<file path="config.mk">
export PLATFORM = sky130hd
export DESIGN_NAME = alu_issue
export DESIGN_NICKNAME = d
export VERILOG_FILES = /design/src/rtl/alu_issue.sv
export SDC_FILE = /design/constraint.sdc
export NUM_CORES = 2
export LEC_CHECK = 0
export BUFFER_PORTS_ARGS = -buffer_cell sky130_fd_sc_hd__buf_2
export CORE_ASPECT_RATIO = 0.7
export CORE_MARGIN = 1.5
export CORE_UTILIZATION = 35
export CTS_BUF_LIST = sky130_fd_sc_hd__clkbuf_8
export CTS_CLUSTER_SIZE = 10
export DETAILED_ROUTE_END_ITERATION = 10
export PLACE_DENSITY = 0.6
export SLEW_MARGIN = 20
export SYNTH_ARGS = -nofsm -noshare
export SYNTH_HDL_FRONTEND = slang
export SYNTH_SLANG_ARGS = --single-unit
</file>
<file path="constraint.sdc">
create_clock -name clk -period 2.3 [get_ports clk]
set_clock_uncertainty 0.15 [all_clocks]
set_input_delay 0.115 -clock clk [delete_from_list [all_inputs] [get_ports clk]]
set_output_delay 0.115 -clock clk [all_outputs]
set_load 0.02 [all_outputs]
</file>
<file path="src/rtl/alu_issue.sv">
// ---------------------------------------------------------------------------
// alu_issue
//
// Issue front end for the single-cycle registered ALU datapath. Accepts one
// RV32 instruction at a time over a valid/ready handshake, decodes it to the
// datapath's 4-bit op, reads operands from the architectural register file
// held here, presents them to the datapath and writes the result back.
// Instructions are strictly serialized: IDLE -> EXEC -> WB -> IDLE.
//
// Ports:
//   clk, rst_n          clock, asynchronous active-low reset
//   inst_valid, inst    instruction offer (RV32 word)
//   inst_ready          high only in IDLE while out of reset
//   dp_op/rs1/rs2/bitimm  registered datapath inputs (op=IDLE_OP when idle)
//   dp_rd, dp_overflow  datapath result and carry/borrow, valid in WB
//   retire_valid/rd_addr/data  one-cycle write-back report
//   illegal             one-cycle pulse for a dropped, unsupported encoding
//   ovf_sticky, ovf_clr sticky ADD/SUB carry flag and its synchronous clear
//   dbg_addr, dbg_data  combinational register-file debug read port
// ---------------------------------------------------------------------------
module alu_issue #(
    parameter int         XLEN    = 32,
    parameter logic [3:0] IDLE_OP = 4'b1111
) (
    input  logic            clk,
    input  logic            rst_n,
    input  logic            inst_valid,
    input  logic [31:0]     inst,
    output logic            inst_ready,
    output logic [3:0]      dp_op,
    output logic [XLEN-1:0] dp_rs1,
    output logic [XLEN-1:0] dp_rs2,
    output logic [19:0]     dp_bitimm,
    input  logic [XLEN-1:0] dp_rd,
    input  logic            dp_overflow,
    output logic            retire_valid,
    output logic [4:0]      retire_rd_addr,
    output logic [XLEN-1:0] retire_data,
    output logic            illegal,
    output logic            ovf_sticky,
    input  logic            ovf_clr,
    input  logic [4:0]      dbg_addr,
    output logic [XLEN-1:0] dbg_data
);

    // Datapath op encodings
    localparam logic [3:0] OP_SLL  = 4'b0000;
    localparam logic [3:0] OP_SRL  = 4'b0001;
    localparam logic [3:0] OP_SRA  = 4'b0010;
    localparam logic [3:0] OP_ADD  = 4'b0011;
    localparam logic [3:0] OP_SUB  = 4'b0100;
    localparam logic [3:0] OP_LUI  = 4'b0101;
    localparam logic [3:0] OP_SLT  = 4'b0110;
    localparam logic [3:0] OP_SLTU = 4'b0111;
    localparam logic [3:0] OP_XOR  = 4'b1000;
    localparam logic [3:0] OP_OR   = 4'b1001;
    localparam logic [3:0] OP_AND  = 4'b1010;
    localparam logic [3:0] OP_MUL  = 4'b1011;

    localparam logic [6:0] OPC_R   = 7'b0110011;
    localparam logic [6:0] OPC_I   = 7'b0010011;
    localparam logic [6:0] OPC_LUI = 7'b0110111;

    localparam logic [6:0] F7_BASE = 7'b0000000;
    localparam logic [6:0] F7_ALT  = 7'b0100000;
    localparam logic [6:0] F7_MUL  = 7'b0000001;

    typedef enum logic [1:0] {
        S_IDLE = 2'd0,
        S_EXEC = 2'd1,
        S_WB   = 2'd2
    } state_t;

    state_t state;

    // Architectural register file; entry 0 is never written and stays zero.
    logic [XLEN-1:0] rf [32];

    // Destination and ADD/SUB flag carried from accept through write-back
    logic [4:0] wb_addr_p1;
    logic       addsub_p1;

    // Instruction fields
    logic [6:0] opcode;
    logic [2:0] funct3;
    logic [6:0] funct7;
    logic [4:0] rs1_a;
    logic [4:0] rs2_a;

    assign opcode = inst[6:0];
    assign funct3 = inst[14:12];
    assign funct7 = inst[31:25];
    assign rs1_a  = inst[19:15];
    assign rs2_a  = inst[24:20];

    // Sign-extend a 12-bit I-type immediate to the register width.
    function automatic logic signed [XLEN-1:0] sext12(input logic signed [11:0] imm);
        return XLEN'(imm);
    endfunction

    // The datapath shifts by the whole rs2 value, so only the 5-bit shift
    // amount may reach it.
    function automatic logic [XLEN-1:0] mask_shamt(input logic [XLEN-1:0] v);
        return {{(XLEN-5){1'b0}}, v[4:0]};
    endfunction

    function automatic logic is_shift(input logic [3:0] op);
        return (op == OP_SLL) || (op == OP_SRL) || (op == OP_SRA);
    endfunction

    // -----------------------------------------------------------------------
    // Decode (combinational, consumed at the IDLE accept edge)
    // -----------------------------------------------------------------------
    logic            dec_legal;
    logic [3:0]      dec_op;
    logic [XLEN-1:0] dec_rs1;
    logic [XLEN-1:0] dec_rs2;
    logic [XLEN-1:0] dec_rs2_m;
    logic [19:0]     dec_bitimm;

    always_comb begin
        dec_legal  = 1'b0;
        dec_op     = IDLE_OP;
        dec_rs1    = '0;
        dec_rs2    = '0;
        dec_bitimm = '0;
        case (opcode)
            OPC_R: begin
                dec_rs1   = rf[rs1_a];
                dec_rs2   = rf[rs2_a];
                dec_legal = 1'b1;
                case ({funct7, funct3})
                    {F7_BASE, 3'b001}: dec_op = OP_SLL;
                    {F7_BASE, 3'b101}: dec_op = OP_SRL;
                    {F7_ALT,  3'b101}: dec_op = OP_SRA;
                    {F7_BASE, 3'b000}: dec_op = OP_ADD;
                    {F7_ALT,  3'b000}: dec_op = OP_SUB;
                    {F7_BASE, 3'b010}: dec_op = OP_SLT;
                    {F7_BASE, 3'b011}: dec_op = OP_SLTU;
                    {F7_BASE, 3'b100}: dec_op = OP_XOR;
                    {F7_BASE, 3'b110}: dec_op = OP_OR;
                    {F7_BASE, 3'b111}: dec_op = OP_AND;
                    {F7_MUL,  3'b000}: dec_op = OP_MUL;
                    default: begin
                        dec_legal = 1'b0;
                        dec_op    = IDLE_OP;
                    end
                endcase
            end
            OPC_I: begin
                dec_rs1   = rf[rs1_a];
                dec_rs2   = sext12(inst[31:20]);
                dec_legal = 1'b1;
                case (funct3)
                    3'b000: dec_op = OP_ADD;
                    3'b010: dec_op = OP_SLT;
                    3'b011: dec_op = OP_SLTU;
                    3'b100: dec_op = OP_XOR;
                    3'b110: dec_op = OP_OR;
                    3'b111: dec_op = OP_AND;
                    3'b001: begin
                        dec_rs2 = {{(XLEN-5){1'b0}}, inst[24:20]};
                        if (funct7 == F7_BASE) begin
                            dec_op = OP_SLL;
                        end else begin
                            dec_legal = 1'b0;
                        end
                    end
                    3'b101: begin
                        dec_rs2 = {{(XLEN-5){1'b0}}, inst[24:20]};
                        if (funct7 == F7_BASE) begin
                            dec_op = OP_SRL;
                        end else if (funct7 == F7_ALT) begin
                            dec_op = OP_SRA;
                        end else begin
                            dec_legal = 1'b0;
                        end
                    end
                    default: dec_legal = 1'b0;
                endcase
            end
            OPC_LUI: begin
                dec_legal  = 1'b1;
                dec_op     = OP_LUI;
                dec_bitimm = inst[31:12];
            end
            default: dec_legal = 1'b0;
        endcase
    end

    assign dec_rs2_m = is_shift(dec_op) ? mask_shamt(dec_rs2) : dec_rs2;

    assign inst_ready = (state == S_IDLE) && rst_n;

    // Result is only reported while the datapath output is valid (WB).
    assign retire_data = retire_valid ? dp_rd : '0;

    assign dbg_data = (dbg_addr == 5'd0) ? '0 : rf[dbg_addr];

    // -----------------------------------------------------------------------
    // Control FSM with registered datapath/retire outputs
    // -----------------------------------------------------------------------
    always_ff @(posedge clk or negedge rst_n) begin
        if (!rst_n) begin
            state          <= S_IDLE;
            dp_op          <= IDLE_OP;
            dp_rs1         <= '0;
            dp_rs2         <= '0;
            dp_bitimm      <= '0;
            wb_addr_p1     <= '0;
            addsub_p1      <= 1'b0;
            retire_valid   <= 1'b0;
            retire_rd_addr <= '0;
            illegal        <= 1'b0;
            ovf_sticky     <= 1'b0;
        end else begin
            illegal      <= 1'b0;
            retire_valid <= 1'b0;
            case (state)
                S_IDLE: begin
                    if (inst_valid) begin
                        if (dec_legal) begin
                            dp_op      <= dec_op;
                            dp_rs1     <= dec_rs1;
                            dp_rs2     <= dec_rs2_m;
                            dp_bitimm  <= dec_bitimm;
                            wb_addr_p1 <= inst[11:7];
                            addsub_p1  <= (dec_op == OP_ADD) || (dec_op == OP_SUB);
                            state      <= S_EXEC;
                        end else begin
                            illegal <= 1'b1;
                        end
                    end
                end
                S_EXEC: begin
                    // Datapath captures the operands at this edge.
                    dp_op          <= IDLE_OP;
                    retire_valid   <= 1'b1;
                    retire_rd_addr <= wb_addr_p1;
                    state          <= S_WB;
                end
                S_WB: begin
                    state <= S_IDLE;
                end
                default: begin
                    state <= S_IDLE;
                end
            endcase

            // A carry set in WB takes priority over a simultaneous clear.
            if ((state == S_WB) && addsub_p1 && dp_overflow) begin
                ovf_sticky <= 1'b1;
            end else if (ovf_clr) begin
                ovf_sticky <= 1'b0;
            end
        end
    end

    // -----------------------------------------------------------------------
    // Register-file write-back at the closing edge of WB
    // -----------------------------------------------------------------------
    always_ff @(posedge clk or negedge rst_n) begin
        if (!rst_n) begin
            for (int i = 0; i < 32; i++) begin
                rf[i] <= '0;
            end
        end else if ((state == S_WB) && (wb_addr_p1 != 5'd0)) begin
            rf[wb_addr_p1] <= dp_rd;
        end
    end

endmodule
</file>
==> metrics.yaml <==
setup_path:
  path_buf_inv: 2
  critPathTopFamily: "multiplexers"
  crit_chain: "buf_6 > mux4_2 > mux4_2 > mux2i_4 > nor2_4 > buf_6"
  crit_path_max_incr_delay_ns: 0.53
  worstPathRequired_ns: 2.04
  crit_slowest_cell: "mux4_2"
  timing_worst_setup_path_type: "reg2out"
  critPathCaptureType: "primary output"
  startpoint_type: "flip-flop"
  arrival_ns: 2.93
  worstPathMaxFanout: 2
yosys:
  synth_top_area_share_pct: 42.35
  synthTopCellsByArea: "dfrtp_1, mux4_2, mux2_2"
  yosysUniqueCellTypes: 64
  synthArstFlopShare_pct: 100.0
  synth_fp_nets: 4431
  ys_ff_latch: 1128
  synthesis.area_sq_um: 66420
  synth_flop_cell: "dfrtp_1"
  yosys_warnings: 0
  synth_top_cell_by_area: "dfrtp_1"
  postSynthCellCount: 4357
  synth_seq_area_share_pct: 42.51
  synth_edf_count: 0
  syn_avg_cell_area_sq_um: 15.24
min_path:
  min_path_type: "in2reg"
place:
  numPortBuffers: 234
  hpwl_mm: 169.4
  gp_congestion: 0.8849
sta:
  worst_pin_slew_ns: 0.7975
  slew_headroom_pct: 46.60
  max_freq_mhz: 313.0
  tns_ns: -25.13
  setup_viol: 54
  finalMaxSlewViolations: 0
  rsz0062_at_grt: "yes"
  finalCritPeriodShare_pct: 138.9
  worst_slack_ns: -0.8954
  hold_viol_final: 3
  whs_ns: -0.01035
  period_needed_ns: 3.195
drt:
  wirelength_mm: 263.5
  met1Wirelength_mm: 108.2
  ant_nets: 0
  dr_wl_met3_mm: 33.27
  vias_per_cell: 6.248
  vias: 48640
  drc: 0
  met2_length_mm: 113.3
  post_drt_wl_per_cell_um: 33.84
  firstDrtPassIters: 6
  highest_layer: "met5"
  drt_iter0_markers: 6221
grt:
  grt_max_degree: 132
  antenna_found_initial: 17
  grt_pass1_wl_mm: 365.4
  grt_usage_pct: 26.51
  grt_pass1_vias: 47760
  grt-ovfl-total: 0
floorplanning:
  rows: 133
  fp.dieH_um: 367.5
  ioPinCount: 235
  core_sq_um: 188200
  die_w_um: 523.7
  dieArea_sq_um: 192400
  start_util_pct: 35.29
job:
  maxCapViolCount: 0
finish:
  fin_util_pct: 44.69
  final_common_cell: "dfrtp_1"
  nNetsFinal: 5230
  fillers: 16540
  final_cell_mix: "dfrtp_1, mux2_2, mux4_2, buf_4, clkbuf_8"
  syn2layout_area_growth_pct: 26.63
  drive_above_1_share_pct: 62.47
run_status:
  status: "finished with violations"
  violations: "hold timing, setup timing"
power_and_ir_drop:
  ir_drop_v: 0.0004229
  powerDensity_nw_per_um2: 567.3
  power.leakage_nw: 36.28
  total_power_mw: 47.71
cts:
  worstSkewPairLatency_ns: 0.94
  htree_num_levels: 4
  clockRootBuffer: "clkbuf_8"
  cts_buffers: 187
  cts_tree: "built"
  clk_pin_slew_ns: 0.07
  cts_num_sinks: 1128
  clockBufferDepth: 4
cell type report:
cell class	count	area [sq um]	share of cell area [%]
Multi-Input combinational cell	2716	37080	44.09
Sequential cell	1128	28240	33.58
Timing Repair Buffer	1117	11700	13.91
Clock buffer	240	3303	3.928
Tap cell	2497	3124	3.715
Clock inverter	77	611.8	0.7275
Inverter	6	30.03	0.03571
Antenna cell	4	10.01	0.01190
repair_timing:
item / in CTS / in global routing
gates resized for setup: 187 / 111
gates cloned: 5 / 17
pin swaps: 15 / 35
setup buffers: 100 / 64
hold buffers: 98 / 1
endpoints found under the setup margin: 568 / 299
endpoints found under the hold margin: 2207 / 3
worst register-to-register path, cell delays in order, from the launching register on:
cell and delay [ns]:
dfrtp_1 0.40, buf_4 0.14, buf_6 0.11, mux4_2 0.44, mux4_2 0.46, mux2i_1 0.14, buf_4 0.18, a211o_1 0.21
o21ai_1 0.08
routing by layer:
layer  track usage (%)  vias to the layer above
met5                 0                        -
met4             8.431                       10
met3             8.148                      506
met2             38.16                     3205
met1             37.97                    26030
li1                  -                    18900
where the power goes:
group	switching [mW]	leakage, nW	internal, mW
Combinational	3.83	19.5	3.44
Sequential	0.654	14.6	20.5
Clock	8.96	2.16	10.4
Total	13.4	36.3	34.3
final timing paths:
path	from	endpoint	slack, ns	cells past startpoint
worst max-delay path	rf[62]$_DFFE_PN0P_	dbg_data[30]	-0.90	6
worst min-delay path	inst[3]	dp_op[3]$_DFFE_PN1P_	-0.01	7
worst max register to register	rf[930]$_DFFE_PN0P_	dp_rs2[2]$_DFFE_PN0P_	-0.12	8
worst min register to register	rf[1013]$_DFFE_PN0P_	rf[1013]$_DFFE_PN0P_	0.27	0
max in group asynchronous	rst_n	rf[577]$_DFFE_PN0P_	0.61	6
min in group asynchronous	rst_n	rf[395]$_DFFE_PN0P_	0.29	4
sequential cells by signal (all words and copies together), names as in the netlist:
| signal | cells |
|---|---|
| dp_op | 4 |
| addsub_p1 | 1 |
| illegal | 1 |
| retire_valid | 1 |
| rf | 1024 |
| dp_bitimm | 20 |
| wb_addr_p1 | 5 |
| ovf_sticky | 1 |
| state | 2 |
| retire_rd_addr | 5 |
| dp_rs1 | 32 |
| dp_rs2 | 32 |
stage by stage:
| stage | hold WS [ns] | instance area [sq um] | instances | setup WS [ns] |
|---|---|---|---|---|
| after floorplan | -0.3306 | 66500 | 4357 | -0.05918 |
| after global placement | -0.08094 | 76170 | 7192 | -0.7243 |
| after detailed placement | -0.08299 | 76190 | 7193 | -0.6658 |
| after CTS | 0.01547 | 82660 | 7705 | -0.9382 |
| after global routing | 0.01800 | 84090 | 7782 | -0.9548 |
| final | -0.01035 | 84100 | 7785 | -0.8954 |
Yosys cell counts (9+ instances only):
master	instances
nand2_1	127
buf_1	111
a211oi_1	23
nand3_1	30
nor3_1	12
mux4_2	848
mux2i_1	213
nor2_1	116
a221o_1	10
nor3b_1	9
a21oi_1	50
a22o_1	13
o22ai_1	59
dfrtp_1	1124
a22oi_1	27
nor4_1	12
mux2_2	996
nand2b_1	13
clkbuf_1	331
buf_6	13
o21ai_0	48
and2_1	36
buf_2	42
cells by family (layout without fill, tap and decap cells):
group	after synthesis	in the layout	share of synthesized area, %
AO/OA/AOI/OAI	269	269	2.705
XOR/XNOR	2	2	0.02638
buffers and inverters	513	1440	3.174
flip-flops	1128	1128	42.51
multiplexers	2057	2057	48.85
other	0	4	0
AND/OR/NAND/NOR	388	388	2.735
Power figures use the tool's default switching activity.
